### src/rtl/fetch_unit_pkg.sv
// Shared instruction-set definitions for the Sudoku-solver CPU.
// Opcode encodings and instruction field positions, used by fetch and decode.
package fetch_unit_pkg;

    // Instruction field positions.
    localparam int OPC_MSB = 15;
    localparam int OPC_LSB = 12;
    localparam int TGT_MSB = 11;
    localparam int TGT_LSB = 4;

    localparam int OPC_W = OPC_MSB - OPC_LSB + 1;
    localparam int TGT_W = TGT_MSB - TGT_LSB + 1;

    // Opcode encodings.
    typedef enum logic [OPC_W-1:0] {
        OPC_NOP = 4'h0,
        OPC_LI  = 4'h1,
        OPC_ADD = 4'h2,
        OPC_SUB = 4'h3,
        OPC_LD  = 4'h4,
        OPC_ST  = 4'h5,
        OPC_CMP = 4'h6,
        OPC_JNZ = 4'hE,
        OPC_JMP = 4'hF
    } opcode_t;

    // Opcode field of an instruction word.
    function automatic logic [OPC_W-1:0] opcode_of(input logic [15:0] op);
        return op[OPC_MSB:OPC_LSB];
    endfunction

endpackage

### src/rtl/fetch_unit_predecode.sv
// Combinational predecode of the instruction currently returned by imem:
// spots unconditional jumps and jumps that target their own address.
module fetch_unit_predecode
    import fetch_unit_pkg::*;
#(
    parameter int PC_W = 8,
    parameter int OP_W = 16
) (
    input  logic [OP_W-1:0] op,
    input  logic [PC_W-1:0] pc,
    output logic            is_jmp,
    output logic            self_jmp,
    output logic [PC_W-1:0] target
);

    // Low bits carry no information for jump detection.
    logic unused_low_bits;

    // Decode jump type and target from the raw instruction.
    always_comb begin
        is_jmp          = (opcode_of(op[15:0]) == OPC_JMP);
        target          = PC_W'(op[TGT_MSB:TGT_LSB]);
        self_jmp        = is_jmp && (target == pc);
        unused_low_bits = ^op[TGT_LSB-1:0];
    end

endmodule

### src/rtl/fetch_unit.sv
// Instruction fetch stage: owns the PC, captures imem output into the IR,
// resolves JMP locally, halts on a self-jump and accepts execute redirects.
module fetch_unit
    import fetch_unit_pkg::*;
#(
    parameter int              PC_W     = 8,
    parameter int              OP_W     = 16,
    parameter logic [PC_W-1:0] RESET_PC = 8'd0
) (
    input  logic            clk,
    input  logic            rst_n,
    output logic [PC_W-1:0] pc_o,
    input  logic [OP_W-1:0] op_i,
    output logic [OP_W-1:0] ir_o,
    output logic [PC_W-1:0] ir_pc_o,
    output logic            ir_valid_o,
    input  logic            ir_ready_i,
    input  logic            redirect_i,
    input  logic [PC_W-1:0] redirect_pc_i,
    output logic            halt_o,
    output logic [15:0]     fetch_cnt_o
);

    logic            is_jmp;
    logic            self_jmp;
    logic [PC_W-1:0] target;

    logic            transfer;
    logic            load;

    logic [PC_W-1:0] pc_next;
    logic [OP_W-1:0] ir_next;
    logic [PC_W-1:0] ir_pc_next;
    logic            ir_valid_next;
    logic            halt_next;
    logic [15:0]     fetch_cnt_next;
    logic [15:0]     fetch_cnt_inc;

    fetch_unit_predecode #(
        .PC_W (PC_W),
        .OP_W (OP_W)
    ) u_predecode (
        .op       (op_i),
        .pc       (pc_o),
        .is_jmp   (is_jmp),
        .self_jmp (self_jmp),
        .target   (target)
    );

    // Next-state selection: redirect beats jump, jump beats a normal load.
    always_comb begin
        pc_next        = pc_o;
        ir_next        = ir_o;
        ir_pc_next     = ir_pc_o;
        ir_valid_next  = ir_valid_o;
        halt_next      = halt_o;
        fetch_cnt_next = fetch_cnt_o;

        // A redirect squashes the IR, so no transfer happens in that cycle.
        transfer      = ir_valid_o && ir_ready_i && !redirect_i;
        load          = !halt_o && (!ir_valid_o || transfer);
        fetch_cnt_inc = (fetch_cnt_o == 16'hFFFF) ? fetch_cnt_o : fetch_cnt_o + 16'd1;

        if (redirect_i) begin
            pc_next       = redirect_pc_i;
            ir_valid_next = 1'b0;
            halt_next     = 1'b0;
        end else if (load && is_jmp) begin
            ir_valid_next  = 1'b0;
            fetch_cnt_next = fetch_cnt_inc;
            if (self_jmp) begin
                halt_next = 1'b1;
            end else begin
                pc_next = target;
            end
        end else if (load) begin
            ir_next        = op_i;
            ir_pc_next     = pc_o;
            ir_valid_next  = 1'b1;
            pc_next        = pc_o + PC_W'(1);
            fetch_cnt_next = fetch_cnt_inc;
        end else if (transfer) begin
            // Halted: decode drained the last entry and nothing refills it.
            ir_valid_next = 1'b0;
        end
    end

    // Fetch state registers.
    always_ff @(posedge clk or negedge rst_n) begin
        if (!rst_n) begin
            pc_o        <= RESET_PC;
            ir_o        <= '0;
            ir_pc_o     <= '0;
            ir_valid_o  <= 1'b0;
            halt_o      <= 1'b0;
            fetch_cnt_o <= '0;
        end else begin
            pc_o        <= pc_next;
            ir_o        <= ir_next;
            ir_pc_o     <= ir_pc_next;
            ir_valid_o  <= ir_valid_next;
            halt_o      <= halt_next;
            fetch_cnt_o <= fetch_cnt_next;
        end
    end

endmodule

### config.mk
export PLATFORM = sky130hd
export DESIGN_NAME = fetch_unit
export DESIGN_NICKNAME = d
export VERILOG_FILES = /design/src/rtl/fetch_unit_pkg.sv /design/src/rtl/fetch_unit_predecode.sv /design/src/rtl/fetch_unit.sv
export SDC_FILE = /design/constraint.sdc
export NUM_CORES = 1
export LEC_CHECK = 0
export ABC_AREA = 1
export BUFFER_PORTS_ARGS = -buffer_cell sky130_fd_sc_hd__clkbuf_2
export CORE_ASPECT_RATIO = 1.1
export CORE_UTILIZATION = 45
export CTS_BUF_LIST = sky130_fd_sc_hd__clkbuf_4 sky130_fd_sc_hd__clkbuf_8
export DETAILED_ROUTE_END_ITERATION = 8
export PLACE_DENSITY = 0.82
export SETUP_SLACK_MARGIN = 0.15
export SLEW_MARGIN = 40
export SYNTH_ARGS = -nofsm -noshare
export SYNTH_HDL_FRONTEND = slang
export SYNTH_SLANG_ARGS = --single-unit
### constraint.sdc
create_clock -name clk -period 2.32 [get_ports clk]
set_clock_uncertainty 0.1 [all_clocks]
set_input_delay 0.348 -clock clk [delete_from_list [all_inputs] [get_ports clk]]
set_output_delay 0.348 -clock clk [all_outputs]
set_load 0.01 [all_outputs]
==> results of run 1 <==
power groups by stage:
stage	clock network [uW]	registers (uW)	logic, uW
floorplan	0	1280	390
global placement	0	1220	743
detailed placement	0	1230	763
CTS	535	1220	768
global route	580	1240	853
finish	524	1220	759
sequential cells by signal, indices dropped and copies added (netlist names):
register,count
fetch_cnt_o,16
halt_o,1
ir_o,16
ir_pc_o,8
ir_valid_o,1
pc_o,8
repair_timing:
action                                  4_1_cts  5_1_grt
hold buffers                                  1        0
hold endpoints to repair                     22        0
endpoints found under the setup margin        0        0
cells by family after synthesis:
kind of cell	Yosys count
compound gates	26
xor+xnor	15
fa+ha+maj	2
buf+inv	39
flops	50
mux	9
simple gates	203
layout make-up:
cell class              count  area [um2]
multi-input cells         255        1240
flip-flops and latches     50        1250
well taps                  77        96.3
clock inverters             3        23.8
clock buffers               5        68.8
fillers                   549        2490
inverters                  29         109
repair buffers             84         453
path summary, 6_finish.rpt:
path	start	to	slack (ns)	cells past startpoint
max	fetch_cnt_o[0]	fetch_cnt_o[12]	0.43	10
min	redirect_i	halt_o	0.15	2
max reg2reg	fetch_cnt_o[0]	fetch_cnt_o[12]	0.43	10
min reg2reg	ir_pc_o[3]	ir_pc_o[3]	0.39	2
max in group asynchronous	rst_n	pc_o[3]	1.07	3
min in group asynchronous	rst_n	fetch_cnt_o[3]	0.48	2
cells in the mapped netlist:
cell type  instances  area share, %
nand3_1           32            6.0
nor3_1             3           0.56
nor2_1            21            2.9
clkinv_1           2           0.28
a21oi_1            1           0.19
buf_12             1           0.75
buf_2              2           0.37
nand4_1            3           0.70
mux2_2             9            3.8
o21ai_1            1           0.19
ha_1               2           0.94
buf_6              2           0.84
nand3b_1           1           0.28
o21ai_2            1           0.33
xnor2_1           10            3.3
nor2_4             2           0.84
xor2_1             5            1.6
dfrtp_1           50             47
nand2_1          135             19
o21ai_0           23            4.3
clkbuf_1           5           0.70
nand2_2            5            1.2
inv_1             27            3.8
nand3_2            1           0.37
stage by stage:
stage,instances,cell area (um2),worst slack (ns),total power [uW],hold slack (ns)
floorplan,344,2670,0.612,1670,-0.0476
global placement,494,3140,0.505,1970,0.279
detailed placement,494,3140,0.448,2000,0.288
CTS,503,3240,0.431,2520,0.148
global route,503,3240,0.277,2680,0.143
finish,503,3240,0.429,2500,0.149
per-layer routing:
layer,routed length [um],vias up,share of wire (%)
li1,-,1247,-
met2,3050,84,50
met3,332,6,5.5
met1,2600,1114,43
met4,87,0,1.4
met5,0,-,0
==> flow_summary.yaml, run 1 <==
drt:
  wl_per_cell_um: 12.1
  drc: 0
  drt_iter0_drc: 95
  firstDrtPassIters: 5
  drtAntennaViolNets: 0
  viasPerCell: 4.87
  wl_mm: 6.07
  vias: 2451
setup_path:
  start_kind: "flip-flop"
  critPathCaptureType: "flip-flop"
  cp_max_fo: 12
  crit_family: "simple AND/OR/NAND/NOR gates"
  cp_cell_sequence: "ha_1, nand3_2, nor2_4, nand2_2, nor2_4, nand2_2, nand2_2, inv_1, nand3b_1, nand2_1"
  cp.arrival_ns: 1.98
  path_common_cell: "nand2_2"
  path_buf_inv: 1
  path_class: "flip-flop to flip-flop"
  cp.required_ns: 2.41
  cp_slowest_cell: "dfrtp_1"
  slowest_delay_ns: 0.42
power_and_ir_drop:
  power_switching_uw: 916
  p_per_area_nw_per_um2: 771
  pwr-share-comb_pct: 30.3
  p_int_uw: 1580
  peakVddDrop_mv: 0.479
  p_leak_uw: 0.00170
  p_clk_share_pct: 21.0
  power_frac_seq_pct: 48.7
  switching_share_pct: 36.6
synth:
  synth.avg_cell_area_um2: 7.77
  synth_top_family_by_area: "simple AND/OR/NAND/NOR gates"
  syn-cell-area_um2: 2670
  synth_xor_area_share_pct: 4.91
  ys_warn_count: 0
  ys_types: 24
  synthMuxAreaShare_pct: 3.79
  syn_inst: 344
  syn_nets: 374
  ys_seq_area_share_pct: 46.8
  ys_ff_latch: 50
  synth_compound_area_share_pct: 5.01
  synthAdderAreaFrac_pct: 0.936
  synthSimpleGateAreaFrac_pct: 31.8
timing:
  tightest_slew_ns: 0.618
  finalHoldViolations: 0
  setup_viol: 0
  period_minus_slack_ns: 1.89
  slew_violations: 0
  max_freq_mhz: 529
  tns_ns: 0
  rsz0062_at_grt: "false"
  post-route-period-util_pct: 81.5
  slew_headroom_pct: 58.8
global_route:
  grt_pass1_vias: 2267
  grt_pass1_wl_mm: 10.2
  use_met3_pct: 4.25
  grt_antenna_before_repair: 0
  track_usage_pct: 21.2
  overflow: 0
  use_met2_pct: 35.9
  busiest_layer: "met2"
  grt_start_max_net_pins: 29
  grt_util_met1_pct: 27.1
place:
  place_congestion: 0.876
  io_buffers: 77
  dp_hpwl_mm: 4.76
clock_tree:
  htree_levels: 2
  clkLatencyLatePin_ns: 0.30
  cts.sinks: 50
  cts_buffers: 5
  cts_tree: "built"
  postCtsSetupBuffers: 0
  cts_resized: 0
  cts.clk_slew.worst_paths_ns: 0.10
  root_buffer: "clkbuf_8"
  clockBufferDepth: 2
floorplan:
  row_count: 29
  die-area_um2: 6250
  die_h_um: 82.8
  fp.dieW_um: 75.5
  io_pins: 78
  start_util_pct: 46.6
  core_area_um2: 5730
finish:
  area_growth_pct: 21.3
  drive_above_1_share_pct: 25.6
  utilization_pct: 56.6
  nets: 455
  most-common-layout-cells: "135 x nand2_1, 77 x clkbuf_2, 50 x dfrtp_1"
  num_antenna_cells: 0
  final_common_cell: "nand2_1"
status:
  status: "completed"
min_path:
  hold_path_class: "primary input to flip-flop"
flow_run:
  max_cap_viol_count: 0
(Power assumes the default switching activity.)
==> inputs of run 2 (changes only) <==
==> constraint.sdc (replaced) <==
create_clock -name clk -period 1.85 [get_ports clk]
set_clock_uncertainty 0.1 [all_clocks]
set_input_delay 0.2775 -clock clk [delete_from_list [all_inputs] [get_ports clk]]
set_output_delay 0.2775 -clock clk [all_outputs]
set_load 0.01 [all_outputs]
==> run 2 against run 1 <==
Net effect:
- register-to-register slack got worse by 0.29 ns
- die area did not move
- core utilization rose by 3.0 points
- total power rose by 32%
- setup slack got worse by 0.29 ns
- critical path depth did not move
- largest cell class is now multi-input combinational cells
- sequential power rose by 25%
- clock power rose by 27%
- critical endpoint unchanged
- sequential share of layout area fell by 1.8 points
- final cell count rose by 3.6%
- non-clock buffer count rose by 17
==> flow_summary.yaml, run 2 (synthesis gave the netlist of run 1 again) <==
finish:
  nets: 473
  area_growth_pct: 27.8
  num_antenna_cells: 0
  most-common-layout-cells: "133 x nand2_1, 77 x clkbuf_2, 45 x dfrtp_1"
  final_common_cell: "nand2_1"
  drive_above_1_share_pct: 30.6
  top_regs: "fetch_cnt_o: 16 flops, ir_o: 16 flops"
  fill_cells: 546
  utilization_pct: 59.6
  fin_area_um2: 3420
drt:
  wl_met3_um: 301
  drtAntennaViolNets: 0
  drc: 0
  wl_per_cell_um: 12.3
  firstDrtPassIters: 4
  drt_iter0_drc: 101
  vias: 2567
  top_layer: "met4"
  dr_wl_met2_mm: 3.30
  viasPerCell: 4.93
  wl_mm: 6.41
  drt-met1-wl_mm: 2.72
floorplan:
  fp.dieW_um: 75.5
  start_util_pct: 46.6
  die-area_um2: 6250
  io_pins: 78
  core_area_um2: 5730
  die_h_um: 82.8
  row_count: 29
place:
  post_dp_cell_area_um2: 3230
  io_buffers: 77
  pre_cts_ws_ns: 0.0475
  place_congestion: 0.841
  dp_hpwl_mm: 4.72
timing:
  slew_headroom_pct: 58.3
  fin_ws_ns: 0.142
  finalHoldViolations: 0
  period_minus_slack_ns: 1.71
  post-route-period-util_pct: 92.3
  slew_violations: 0
  setup_viol: 0
  rsz0062_at_grt: "true"
  max_freq_mhz: 585
  tns_ns: 0
  tightest_slew_ns: 0.626
clock_tree:
  cts_tree: "built"
  clkLatencyLatePin_ns: 0.29
  clockBufferDepth: 2
  cts.clk_slew.worst_paths_ns: 0.09
  cts.sinks: 50
  cts_buffers: 5
  root_buffer: "clkbuf_8"
  htree_levels: 2
power_and_ir_drop:
  peakVddDrop_mv: 0.500
  p_per_area_nw_per_um2: 964
  p_leak_uw: 0.00178
global_route:
  track_usage_pct: 22.4
  grt_pass1_wl_mm: 10.7
  grt_pass1_vias: 2376
  grt_antenna_before_repair: 0
  overflow: 0
  grt_start_max_net_pins: 51
setup_path:
  cp_slowest_cell: "dfrtp_1"
  cp_max_fo: 6
  start_kind: "flip-flop"
  cp.arrival_ns: 1.79
  path_class: "flip-flop to flip-flop"
  reg2reg_setup_slack_ns: 0.14
  slowest_delay_ns: 0.41
  cp_cell_sequence: "ha_4, nand3_4, nor2_4, nand2_2, nor2_4, nand2_2, nand2_4, clkinvlp_4, nand3b_1, nand2_1"
  cp.required_ns: 1.94
  critPathCaptureType: "flip-flop"
  path_buf_inv: 1
  crit_family: "simple AND/OR/NAND/NOR gates"
status:
  status: "completed"
min_path:
  hold_path_class: "primary input to flip-flop"
flow_run:
  max_cap_viol_count: 0
[run 2: routing by layer]
metal  track usage [%]  up-vias
met5                 0        -
met1              28.9     1188
met2              37.3       88
li1                  -     1282
met3              3.40        9
met4              8.42        0
[run 2: metrics by stage]
| step | hold WS [ns] | instances | total power (uW) |
|---|---|---|---|
| 2_1_floorplan | -0.118 | 344 | 2130 |
| 3_3_place_gp | 0.315 | 505 | 2550 |
| 3_5_place_dp | 0.323 | 505 | 2600 |
| 4_1_cts | 0.100 | 520 | 3300 |
| 5_1_grt | 0.101 | 521 | 3520 |
| 6_report | 0.111 | 521 | 3300 |
[run 2: repair_timing]
action | in CTS | in global routing
endpoints found under the hold margin | 4 | 0
cloned | 1 | 0
buffers inserted | 5 | 1
hold buffers | 1 | 0
setup endpoints to repair | 15 | 37
gates resized for setup | 5 | 8
pin swaps | 6 | 8
[run 2: final cells by class]
class                      instances  area [um2]  share of cell area (%)
multi-input combinational        255        1270                    37.2
sequential                        50        1260                    36.8
timing repair buffer             101         576                    16.8
inverter                          29         113                    3.30
tap                               77        96.3                    2.82
clock buffer                       7        90.1                    2.64
timing repair inverter             1        7.51                   0.220
clock inverter                     1        5.00                   0.146
[run 2: path summary, 6_finish.rpt]
| path | startpoint | to | depth (start not counted) |
|---|---|---|---|
| max | fetch_cnt_o[0] | fetch_cnt_o[12] | 10 |
| min | op_i[3] | ir_o[3] | 2 |
| max reg2reg | fetch_cnt_o[0] | fetch_cnt_o[12] | 10 |
| min reg2reg | ir_o[7] | ir_o[7] | 2 |
| max in group asynchronous | rst_n | pc_o[1] | 3 |
| min in group asynchronous | rst_n | fetch_cnt_o[13] | 3 |
[run 2: where the power goes]
part | internal (uW) | total (uW) | switching (uW) | leakage, uW
logic | 508 | 1110 | 601 | 0.00110
registers | 1320 | 1520 | 208 | 0.000627
clock network | 317 | 663 | 346 | 0.0000517
